### src/rtl/program_loader_pkg.sv
// Shared definitions for the boot-time program loader.
// Holds the loader FSM state encoding, memory address/data widths shared
// with the CPU controller and program memory, and the parameter defaults.
package program_loader_pkg;

   localparam int AW = 8;    // program memory address width
   localparam int DW = 16;   // instruction word width
   localparam int BW = 8;    // incoming byte width
   localparam int TW = 16;   // idle timeout counter width

   localparam logic [AW-1:0] BASE_ADDR_DEF = 8'h00;
   localparam logic [TW-1:0] TIMEOUT_DEF   = 16'd50000;

   typedef enum logic [2:0] {
      ST_IDLE  = 3'd0,
      ST_HDR   = 3'd1,
      ST_HI    = 3'd2,
      ST_LO    = 3'd3,
      ST_WRITE = 3'd4,
      ST_RUN   = 3'd5,
      ST_HALT  = 3'd6,
      ST_ERR   = 3'd7
   } ld_state_e;

endpackage

### src/rtl/program_loader_timeout.sv
// Idle-cycle watchdog for the loader.
// Ports:
//   clk, rst_n  clock / async active-low reset
//   clr_i       clear the count (byte accepted, or not in a receiving state)
//   inc_i       count one idle cycle
//   expire_o    this idle cycle is the TIMEOUT-th one; the FSM leaves for ERR
module loader_timeout
   import program_loader_pkg::*;
#(
   parameter logic [TW-1:0] TIMEOUT = TIMEOUT_DEF
) (
   input  logic clk,
   input  logic rst_n,
   input  logic clr_i,
   input  logic inc_i,
   output logic expire_o
);

   logic [TW-1:0] cnt_q;

   always_ff @(posedge clk or negedge rst_n) begin
      if (!rst_n)      cnt_q <= '0;
      else if (clr_i)  cnt_q <= '0;
      else if (inc_i)  cnt_q <= cnt_q + 1'b1;
   end

   // Combinational so the FSM can let a byte arriving on the same cycle win.
   assign expire_o = inc_i && (cnt_q == TIMEOUT - 1'b1);

endmodule

### src/rtl/program_loader.sv
// Boot-time program loader.
// Receives a byte stream (valid/ready): header byte N, then N words sent
// high byte first. Each word is written to program memory through the
// controller's ext port at BASE_ADDR+k, then timer_en is raised until the
// CPU reports done.
// Ports:
//   clk, rst_n        clock / async active-low reset
//   start             begin a load (honoured in IDLE, HALT, ERR)
//   rx_data/valid/ready  byte stream handshake
//   cpu_done          controller done level, sampled in RUN
//   ext_wen/addr/data program memory write port
//   timer_en          timing generator enable (RUN only)
//   busy, error       status; word_cnt = words written in current load
module program_loader
   import program_loader_pkg::*;
#(
   parameter logic [AW-1:0] BASE_ADDR = BASE_ADDR_DEF,
   parameter logic [TW-1:0] TIMEOUT   = TIMEOUT_DEF
) (
   input  logic          clk,
   input  logic          rst_n,
   input  logic          start,
   input  logic [BW-1:0] rx_data,
   input  logic          rx_valid,
   output logic          rx_ready,
   input  logic          cpu_done,
   output logic          ext_wen,
   output logic [AW-1:0] ext_addr,
   output logic [DW-1:0] ext_data,
   output logic          timer_en,
   output logic          busy,
   output logic          error,
   output logic [7:0]    word_cnt
);

   ld_state_e     state_q, state_d;
   logic [7:0]    n_q, n_d;
   logic [BW-1:0] hi_q, hi_d;
   logic [AW-1:0] addr_q, addr_d;
   logic [7:0]    wcnt_q, wcnt_d;
   logic [AW-1:0] ext_addr_q, ext_addr_d;
   logic [DW-1:0] ext_data_q, ext_data_d;

   logic receiving, accept, expire;

   assign receiving = (state_q == ST_HDR) || (state_q == ST_HI) || (state_q == ST_LO);
   assign accept    = receiving && rx_valid;

   // Held clear outside the receiving states, so it starts from zero on HDR entry.
   loader_timeout #(.TIMEOUT(TIMEOUT)) u_timeout (
      .clk      (clk),
      .rst_n    (rst_n),
      .clr_i    (accept || !receiving),
      .inc_i    (receiving && !accept),
      .expire_o (expire)
   );

   always_ff @(posedge clk or negedge rst_n) begin
      if (!rst_n) begin
         state_q    <= ST_IDLE;
         n_q        <= '0;
         hi_q       <= '0;
         addr_q     <= '0;
         wcnt_q     <= '0;
         ext_addr_q <= '0;
         ext_data_q <= '0;
      end else begin
         state_q    <= state_d;
         n_q        <= n_d;
         hi_q       <= hi_d;
         addr_q     <= addr_d;
         wcnt_q     <= wcnt_d;
         ext_addr_q <= ext_addr_d;
         ext_data_q <= ext_data_d;
      end
   end

   always_comb begin
      state_d    = state_q;
      n_d        = n_q;
      hi_d       = hi_q;
      addr_d     = addr_q;
      wcnt_d     = wcnt_q;
      ext_addr_d = ext_addr_q;
      ext_data_d = ext_data_q;
      case (state_q)
         ST_IDLE, ST_HALT, ST_ERR: begin
            if (start) begin
               state_d = ST_HDR;
               wcnt_d  = '0;
            end
         end
         ST_HDR: begin
            if (accept) begin
               if (rx_data == '0) begin
                  state_d = ST_ERR;
               end else begin
                  n_d     = rx_data;
                  addr_d  = BASE_ADDR;
                  state_d = ST_HI;
               end
            end else if (expire) begin
               state_d = ST_ERR;
            end
         end
         ST_HI: begin
            if (accept) begin
               hi_d    = rx_data;
               state_d = ST_LO;
            end else if (expire) begin
               state_d = ST_ERR;
            end
         end
         ST_LO: begin
            // Write port registers load here so they are valid during WRITE
            // and hold afterwards.
            if (accept) begin
               ext_addr_d = addr_q;
               ext_data_d = {hi_q, rx_data};
               state_d    = ST_WRITE;
            end else if (expire) begin
               state_d = ST_ERR;
            end
         end
         ST_WRITE: begin
            wcnt_d  = wcnt_q + 8'd1;
            addr_d  = addr_q + 1'b1;
            state_d = (wcnt_q + 8'd1 == n_q) ? ST_RUN : ST_HI;
         end
         ST_RUN: begin
            if (cpu_done) state_d = ST_HALT;
         end
         default: state_d = ST_IDLE;
      endcase
   end

   // Moore outputs decoded straight from the state register.
   assign rx_ready = receiving;
   assign ext_wen  = (state_q == ST_WRITE);
   assign ext_addr = ext_addr_q;
   assign ext_data = ext_data_q;
   assign timer_en = (state_q == ST_RUN);
   assign busy     = receiving || (state_q == ST_WRITE);
   assign error    = (state_q == ST_ERR);
   assign word_cnt = wcnt_q;

endmodule
### config.mk
export PLATFORM = sky130hd
export DESIGN_NAME = program_loader
export DESIGN_NICKNAME = d
export VERILOG_FILES = /design/src/rtl/program_loader_pkg.sv /design/src/rtl/program_loader_timeout.sv /design/src/rtl/program_loader.sv
export SDC_FILE = /design/constraint.sdc
export NUM_CORES = 1
export LEC_CHECK = 0
export CAP_MARGIN = 30
export CORE_ASPECT_RATIO = 1.25
export CORE_MARGIN = 2
export CORE_UTILIZATION = 59
export CTS_CLUSTER_DIAMETER = 40
export DETAILED_ROUTE_END_ITERATION = 8
export HOLD_SLACK_MARGIN = 0.1
export PLACE_DENSITY = 0.82
export RECOVER_POWER = 50
export SLEW_MARGIN = 20
export SYNTH_ARGS = -nofsm -noshare
export SYNTH_HDL_FRONTEND = slang
export SYNTH_SLANG_ARGS = --single-unit
export TNS_END_PERCENT = 20
### constraint.sdc
create_clock -name clk -period 3.3 [get_ports clk]
set_input_delay 0.825 -clock clk [delete_from_list [all_inputs] [get_ports clk]]
set_output_delay 0.825 -clock clk [all_outputs]
set_load 0.05 [all_outputs]
==> results of run 1 <==
power breakdown:
part | total [mW] | internal [mW] | leakage (nW) | switching, mW
Combinational | 1.99 | 0.805 | 0.769 | 1.18
Sequential | 1.49 | 1.23 | 0.965 | 0.263
Clock | 0.856 | 0.504 | 0.113 | 0.352
Total | 4.33 | 2.54 | 1.85 | 1.80
synthesized netlist by cell type, types with 2 or more instances:
cell / count / share of area (%)
clkbuf_1: 7 / 0.73
o21ai_0: 16 / 2.2
mux2_4: 2 / 0.84
xor2_1: 12 / 2.9
mux2_2: 37 / 12
a31oi_1: 2 / 0.35
nor3_1: 2 / 0.28
a21o_1: 4 / 0.84
ha_1: 3 / 1.0
nand3_1: 10 / 1.4
nor2_1: 37 / 3.9
nand4_1: 4 / 0.70
nor4bb_1: 2 / 0.56
a211oi_1: 6 / 1.3
nor2b_1: 2 / 0.35
a22o_1: 2 / 0.49
nor3b_1: 2 / 0.42
o22ai_1: 2 / 0.35
a21oi_1: 9 / 1.3
or3_1: 3 / 0.52
nand2_1: 21 / 2.2
inv_1: 6 / 0.63
a2111oi_0: 4 / 0.98
and3_1: 9 / 1.6
nand2b_1: 4 / 0.70
o2111ai_1: 3 / 0.73
xnor2_1: 18 / 4.4
dfrtp_1: 75 / 52
metrics by stage:
| step | instance area, µm² | setup WS (ns) | utilization [%] | total power, mW | hold slack (ns) |
|---|---|---|---|---|---|
| 2_1_floorplan | 3580 | 0.906 | - | 2.87 | 0.455 |
| 3_3_place_gp | 4140 | 0.448 | 71.2 | 3.45 | 0.468 |
| 3_5_place_dp | 4140 | 0.409 | 71.2 | 3.49 | 0.481 |
| 4_1_cts | 4380 | 0.213 | 75.3 | 4.36 | 0.492 |
| 5_1_grt | 4380 | 0.0587 | 75.3 | 4.55 | 0.524 |
| 6_report | 4380 | 0.191 | 75.3 | 4.33 | 0.486 |
path summary, 6_finish.rpt:
| check | end | cells after the start | start | slack (ns) |
|---|---|---|---|---|
| max | error | 3 | state_q[1]$_DFFE_PN0P_ | 0.19 |
| min reg2reg | u_timeout.cnt_q[0]$_DFF_PN0_ | 1 | u_timeout.cnt_q[0]$_DFF_PN0_ | 0.49 |
| min in group asynchronous | ext_addr[2]$_DFFE_PN0P_ | 2 | rst_n | 0.82 |
| max reg2reg | addr_q[6]$_DFFE_PN0P_ | 8 | state_q[1]$_DFFE_PN0P_ | 1.06 |
| max in group asynchronous | hi_q[7]$_DFFE_PN0P_ | 3 | rst_n | 0.65 |
| min | u_timeout.cnt_q[0]$_DFF_PN0_ | 1 | u_timeout.cnt_q[0]$_DFF_PN0_ | 0.49 |
registers in the layout, summed over array words and instances (netlist names):
name,flops
ext_data,16
ext_addr,8
state_q,3
addr_q,8
hi_q,8
n_q,8
word_cnt,8
u_timeout.cnt_q,16
worst reg2reg max path, cell delays in order (launching register included):
cell	delay [ns]
dfrtp_1	0.71
nor2_1	0.16
buf_4	0.20
nand2_1	0.32
clkinv_1	0.23
buf_4	0.22
nand4_1	0.11
xor2_1	0.14
nor2_1	0.05
cell usage in the layout, fill, tap and decap left out, drive strengths merged, types with 4 or more instances in the layout:
cell	instances
nand2b	4
nand4	4
o21ai	16
dfrtp	75
inv	6
buf	6
nand2	21
a21o	4
clkdlybuf4s50	46
nor2	37
a2111oi	4
nand3	10
xnor2	18
and3	9
mux2	39
a211oi	6
xor2	12
a21oi	9
clkbuf	13
final cells by class:
cell class                 instances  area [µm²]
clock buffer                      10         128
timing repair buffer              56         538
multi-input combinational        229        1610
clock inverter                     6         114
sequential                        75        1880
tap                               66        82.6
inverter                           7        26.3
fill                             396        1440
metal layers:
layer | vias to the layer above | global-route usage (%) | wire, µm
li1 | 1253 | - | -
met1 | 1273 | 32.9 | 3210
met2 | 78 | 37.5 | 3710
met3 | 12 | 4.22 | 324
met4 | 0 | 10.0 | 132
met5 | - | 0 | 0
cell families after synthesis:
logic type	count (synthesis)	share of synthesized area, %
buf+inv	18	2.45
simple gates	102	14.1
compound gates	55	10.1
xor+xnor	30	7.34
mux	39	12.5
flops	75	52.4
fa+ha+maj	3	1.05
==> results.md, run 1 <==
- Status: finished clean
- I/O pins: 50
- Antenna diodes: 0
- P&R area growth vs syn: 22.4%
- CTS max path bufs: 2
- Initial Util: between 60% and 70%
- Clk_skew: 0.00443 ns
- First-pass GRT wire length: 12.6 mm
- Fin cells: approximately 450
- DRT Pass-1 Iters: 5
- Die Y: about 90 µm
- Layout cells sized above 1: ~17%
- FFs w/ async S/R, synth: between 90% and 100%
- Crit-path leading delay family: buffers and inverters
- Syn_area_per_cell: about 11 µm²
- CP bufs+invs: 2
- Arr. time, crit path: 2.28 ns
- EDFF count, synth: 0
- Std-Cell Rows: 31
- Slowest-stage cell, CP: clkdlybuf4s50_1
- Largest net degree at the start of global routing: 76
- Yosys reg bits: 75
- Initial DRC Count: 205
- Syn_nets: 338
- Core area: just under 6000 µm²
- Mapped cell area: approximately 3600 µm²
- Via-to-Cell Ratio: between 5 and 6
- Reg clk slew, reported paths: roughly 0.08 ns
- Max-slew violation total from the final report: 0
- GRT Util Overall: between 20 and 25%
- Final period utilization: approximately 94%
- CP endpoint kind: primary output
- Max_slew headroom: 14.3%
- Fin. Hold Viols: 0
- Leak pwr: between 1.5 and 2 nW
- Cell Pwr Density: between 900 and 1000 nW/µm²
- Clk_lat worst skew: 0.35 ns
- Netlist cell types: between 40 and 50
- Grt ovf: 0
- Antenna Violating Nets Remaining: 0
- Via count: ~2600
- Final Wtd Congestion: a little over 0.8
- Min Tclk post-route: approximately 3.1 ns
- Post-synthesis sequential area ratio: between 50 and 60%
- Clk sinks: 75
- CTS tree: done
- Ys Warns: 0
- Total routed wirelength: 7.37 mm
- CTS Root Cell: clkbuf_8
- Hpwl dp: 4.93 mm
- Mapped Cells: 322
- Crit path launch type: flip-flop
- Maxcap violations: 0
- Worst-Margin Slew: ~1.3 ns
- Critical path class: flip-flop to primary output
- Worst EP required: roughly 2.5 ns
- Worst path cell trace: inv_1 -> nor2_1 -> clkdlybuf4s50_1
- Nets@finish: between 300 and 400
- Synth Flop Type: dfrtp_1
- Final setup fails: 0
- Maximum fanout along the worst path: 19
- Dpl cells: about 430
- Avg WL per Cell: ~16 µm
- H-Tree Depth: 3
- CTS hold repair buffers: 0
- Worst hold path class: flip-flop to flip-flop
- Fmax: 322 MHz
- Residual DRC: 0
- Critical path's largest stage delay: slightly above 0.8 ns
- Num CTS Buffers: 9
- IO Port Bufs: 49
- RSZ-0062 raised after global routing: no
- Initial antenna violation count: 0
- Setup TNS: 0 ns
- Postcts setup bufs: 0
- IR drop worst, VDD: 0.704 mV
- Die W: about 74 µm
- Vias in the first global route: ~2700
- Post-cts gate resize count: 0
- Die Area: approximately 6700 µm²
No activity file was read; power rests on OpenSTA's default activity.
==> run 2, diff against run 1 <==
Settings changed: CAP_MARGIN 30 to 20.
==> run 2 against run 1 <==
  * The run now ends with capacitance limit, slew limit left
  * Cell area hardly changed
  * Power is 0.18% lower
  * Sequential power barely moved
  * Sequential share of layout area hardly changed
  * First-iteration DRC count fell by 2.9%
  * Non-clock buffer count fell by 1
  * Clock power is 0.5% lower
  * Count of clock-buffer cells in the layout unchanged
  * Hold slack improved by 0.0015 ns
  * Via count is 0.99% higher
  * Largest power group unchanged
==> results.md, run 2 (synthesized netlist as in run 1, its figures left out) <==
- DRT Pass-1 Iters: 4
- CTS max path bufs: 2
- Worst hold path class: flip-flop to flip-flop
- R2R Setup Slk: about 1.1 ns
- Fin. Hold Viols: 0
- Max_slew headroom: -19.6%
- Maxcap violations: 1
- Setup TNS: 0 ns
- Most frequent cells in the layout: 75 x dfrtp_1, 46 x clkdlybuf4s50_1, 37 x nor2_1, 37 x mux2_2, 21 x nand2_1
- Post-cts gate resize count: 0
- Vias in the first global route: roughly 2700
- Fmax: roughly 320 MHz
- First-pass GRT wire length: around 13 mm
- CP bufs+invs: 2
- WL met1: around 3.2 mm
- Max-slew violation total from the final report: 76
- WHS Endpoint: u_timeout.cnt_q[0]$_DFF_PN0_
- CTS tree: done
- Worst EP required: 2.47 ns
- IR drop worst, VDD: 0.704 mV
- CP endpoint kind: primary output
- Avg WL per Cell: around 16 µm
- Violated checks: capacitance limit, slew limit
- Antenna Violating Nets Remaining: 0
- Leak pwr: approximately 1.8 nW
- Final Wtd Congestion: roughly 0.8
- Status: complete, but fails checks
- Clk_lat worst skew: roughly 0.35 ns
- WP depth: 3
- Via count: between 2000 and 3000
- Via-to-Cell Ratio: 5.90
- H-Tree Depth: 3
- Critical path class: flip-flop to primary output
- Grt ovf: 0
- Initial antenna violation count: 0
- Commonest non-fill, non-tap cell in the layout: dfrtp_1
- Core area: between 5000 and 6000 µm²
- Cells on worst reg2reg path: 8
- Residual DRC: 0
- Highest Signal Layer: met4
- Worst r2r src: state_q[1]$_DFFE_PN0P_
- Hpwl dp: ~4.9 mm
- RSZ-0062 raised after global routing: no
- Initial Util: roughly 60%
- Layout cells sized above 1: around 17%
- Num CTS Buffers: 9
- Cell Pwr Density: between 900 and 1000 nW/µm²
- Die W: roughly 74 µm
- Nets@finish: between 300 and 400
- Initial DRC Count: ~200
- Maximum fanout along the worst path: 19
- Final Power: around 4.3 mW
- I/O pins: 50
- Postcts setup bufs: 0
- Min Tclk post-route: a little over 3 ns
- Die Y: ~90 µm
- Met3 routed WL: ~320 µm
- Final period utilization: between 90% and 100%
- Die Area: ~6700 µm²
- CTS hold repair buffers: 0
- IO Port Bufs: between 40 and 50
- Std-Cell Rows: 31
- Slowest-stage cell, CP: clkdlybuf4s50_1
- Total routed wirelength: ~7.3 mm
- P&R area growth vs syn: 22.3%
- Reg clk slew, reported paths: around 0.080 ns
- Crit path launch type: flip-flop
- FF-to-FF End: addr_q[6]$_DFFE_PN0P_
- Largest net degree at the start of global routing: 76
- Crit-path leading delay family: buffers and inverters
- GRT Util Overall: approximately a quarter
- Min-delay src: u_timeout.cnt_q[0]$_DFF_PN0_
- Routed wl met2: roughly 3.7 mm
- Clk_skew: 0.00524 ns
- Worst path cell trace: inv_1 -> nor2_1 -> clkdlybuf4s50_1
- Worst-Margin Slew: 1.79 ns
- Final setup fails: 0
- Arr. time, crit path: between 2 and 2.5 ns
- CTS Root Cell: clkbuf_8
- Hold path cells: 1
- Clk sinks: 75
- Antenna diodes: 0
- Critical path's largest stage delay: slightly above 0.8 ns
## run 2: changes by cell type in the layout (fill, tap and decap cells not counted)
cell      delta
clkbuf_1     -1
## run 2: worst register-to-register path, stage by stage, from the launching register on
cell	delay (ns)
dfrtp_1	0.72
nor2_1	0.16
buf_4	0.20
nand2_1	0.32
clkinv_1	0.23
buf_4	0.22
nand4_1	0.11
xor2_1	0.14
nor2_1	0.05
## run 2: worst max-delay path by stage
stage	start	to	slack [ns]
after floorplan	state_q[1]$_DFFE_PN0P_	busy	0.91
after global placement	rx_data[5]	addr_q[7]$_DFFE_PN0P_	0.45
after detailed placement	rx_data[5]	addr_q[5]$_DFFE_PN0P_	0.41
after CTS	state_q[1]$_DFFE_PN0P_	error	0.21
after global routing	state_q[1]$_DFFE_PN0P_	error	0.06
final	state_q[1]$_DFFE_PN0P_	error	0.18
## run 2: layout make-up
| type | instances | area, µm² |
|---|---|---|
| flip-flops and latches | 75 | 1880 |
| multi-input cells | 229 | 1610 |
| fillers | 394 | 1440 |
| repair buffers | 55 | 534 |
| clock buffers | 10 | 128 |
| clock inverters | 6 | 114 |
| well taps | 66 | 82.6 |
| inverters | 7 | 26.3 |
## run 2: where the power goes
group	leakage, nW	switching [mW]	internal, mW	total (mW)
combinational	0.768	1.18	0.804	1.98
clock	0.113	0.349	0.504	0.852
sequential	0.965	0.262	1.23	1.49
## run 2: through the flow
stage | area [µm²] | utilization, % | setup slack [ns] | cells | hold slack, ns
6_report | 4380 | 75.2 | 0.181 | 448 | 0.488
5_1_grt | 4380 | 75.2 | 0.0587 | 448 | 0.524
4_1_cts | 4380 | 75.3 | 0.213 | 448 | 0.492
3_5_place_dp | 4140 | 71.2 | 0.409 | 432 | 0.481
3_3_place_gp | 4140 | 71.2 | 0.448 | 432 | 0.468
2_1_floorplan | 3580 | - | 0.906 | 322 | 0.455
## run 2: layer usage
| layer | track usage, % | vias up |
|---|---|---|
| met5 | 0 | - |
| met1 | 32.9 | 1304 |
| met2 | 37.5 | 75 |
| met4 | 10.0 | 0 |
| met3 | 4.22 | 12 |
| li1 | - | 1251 |
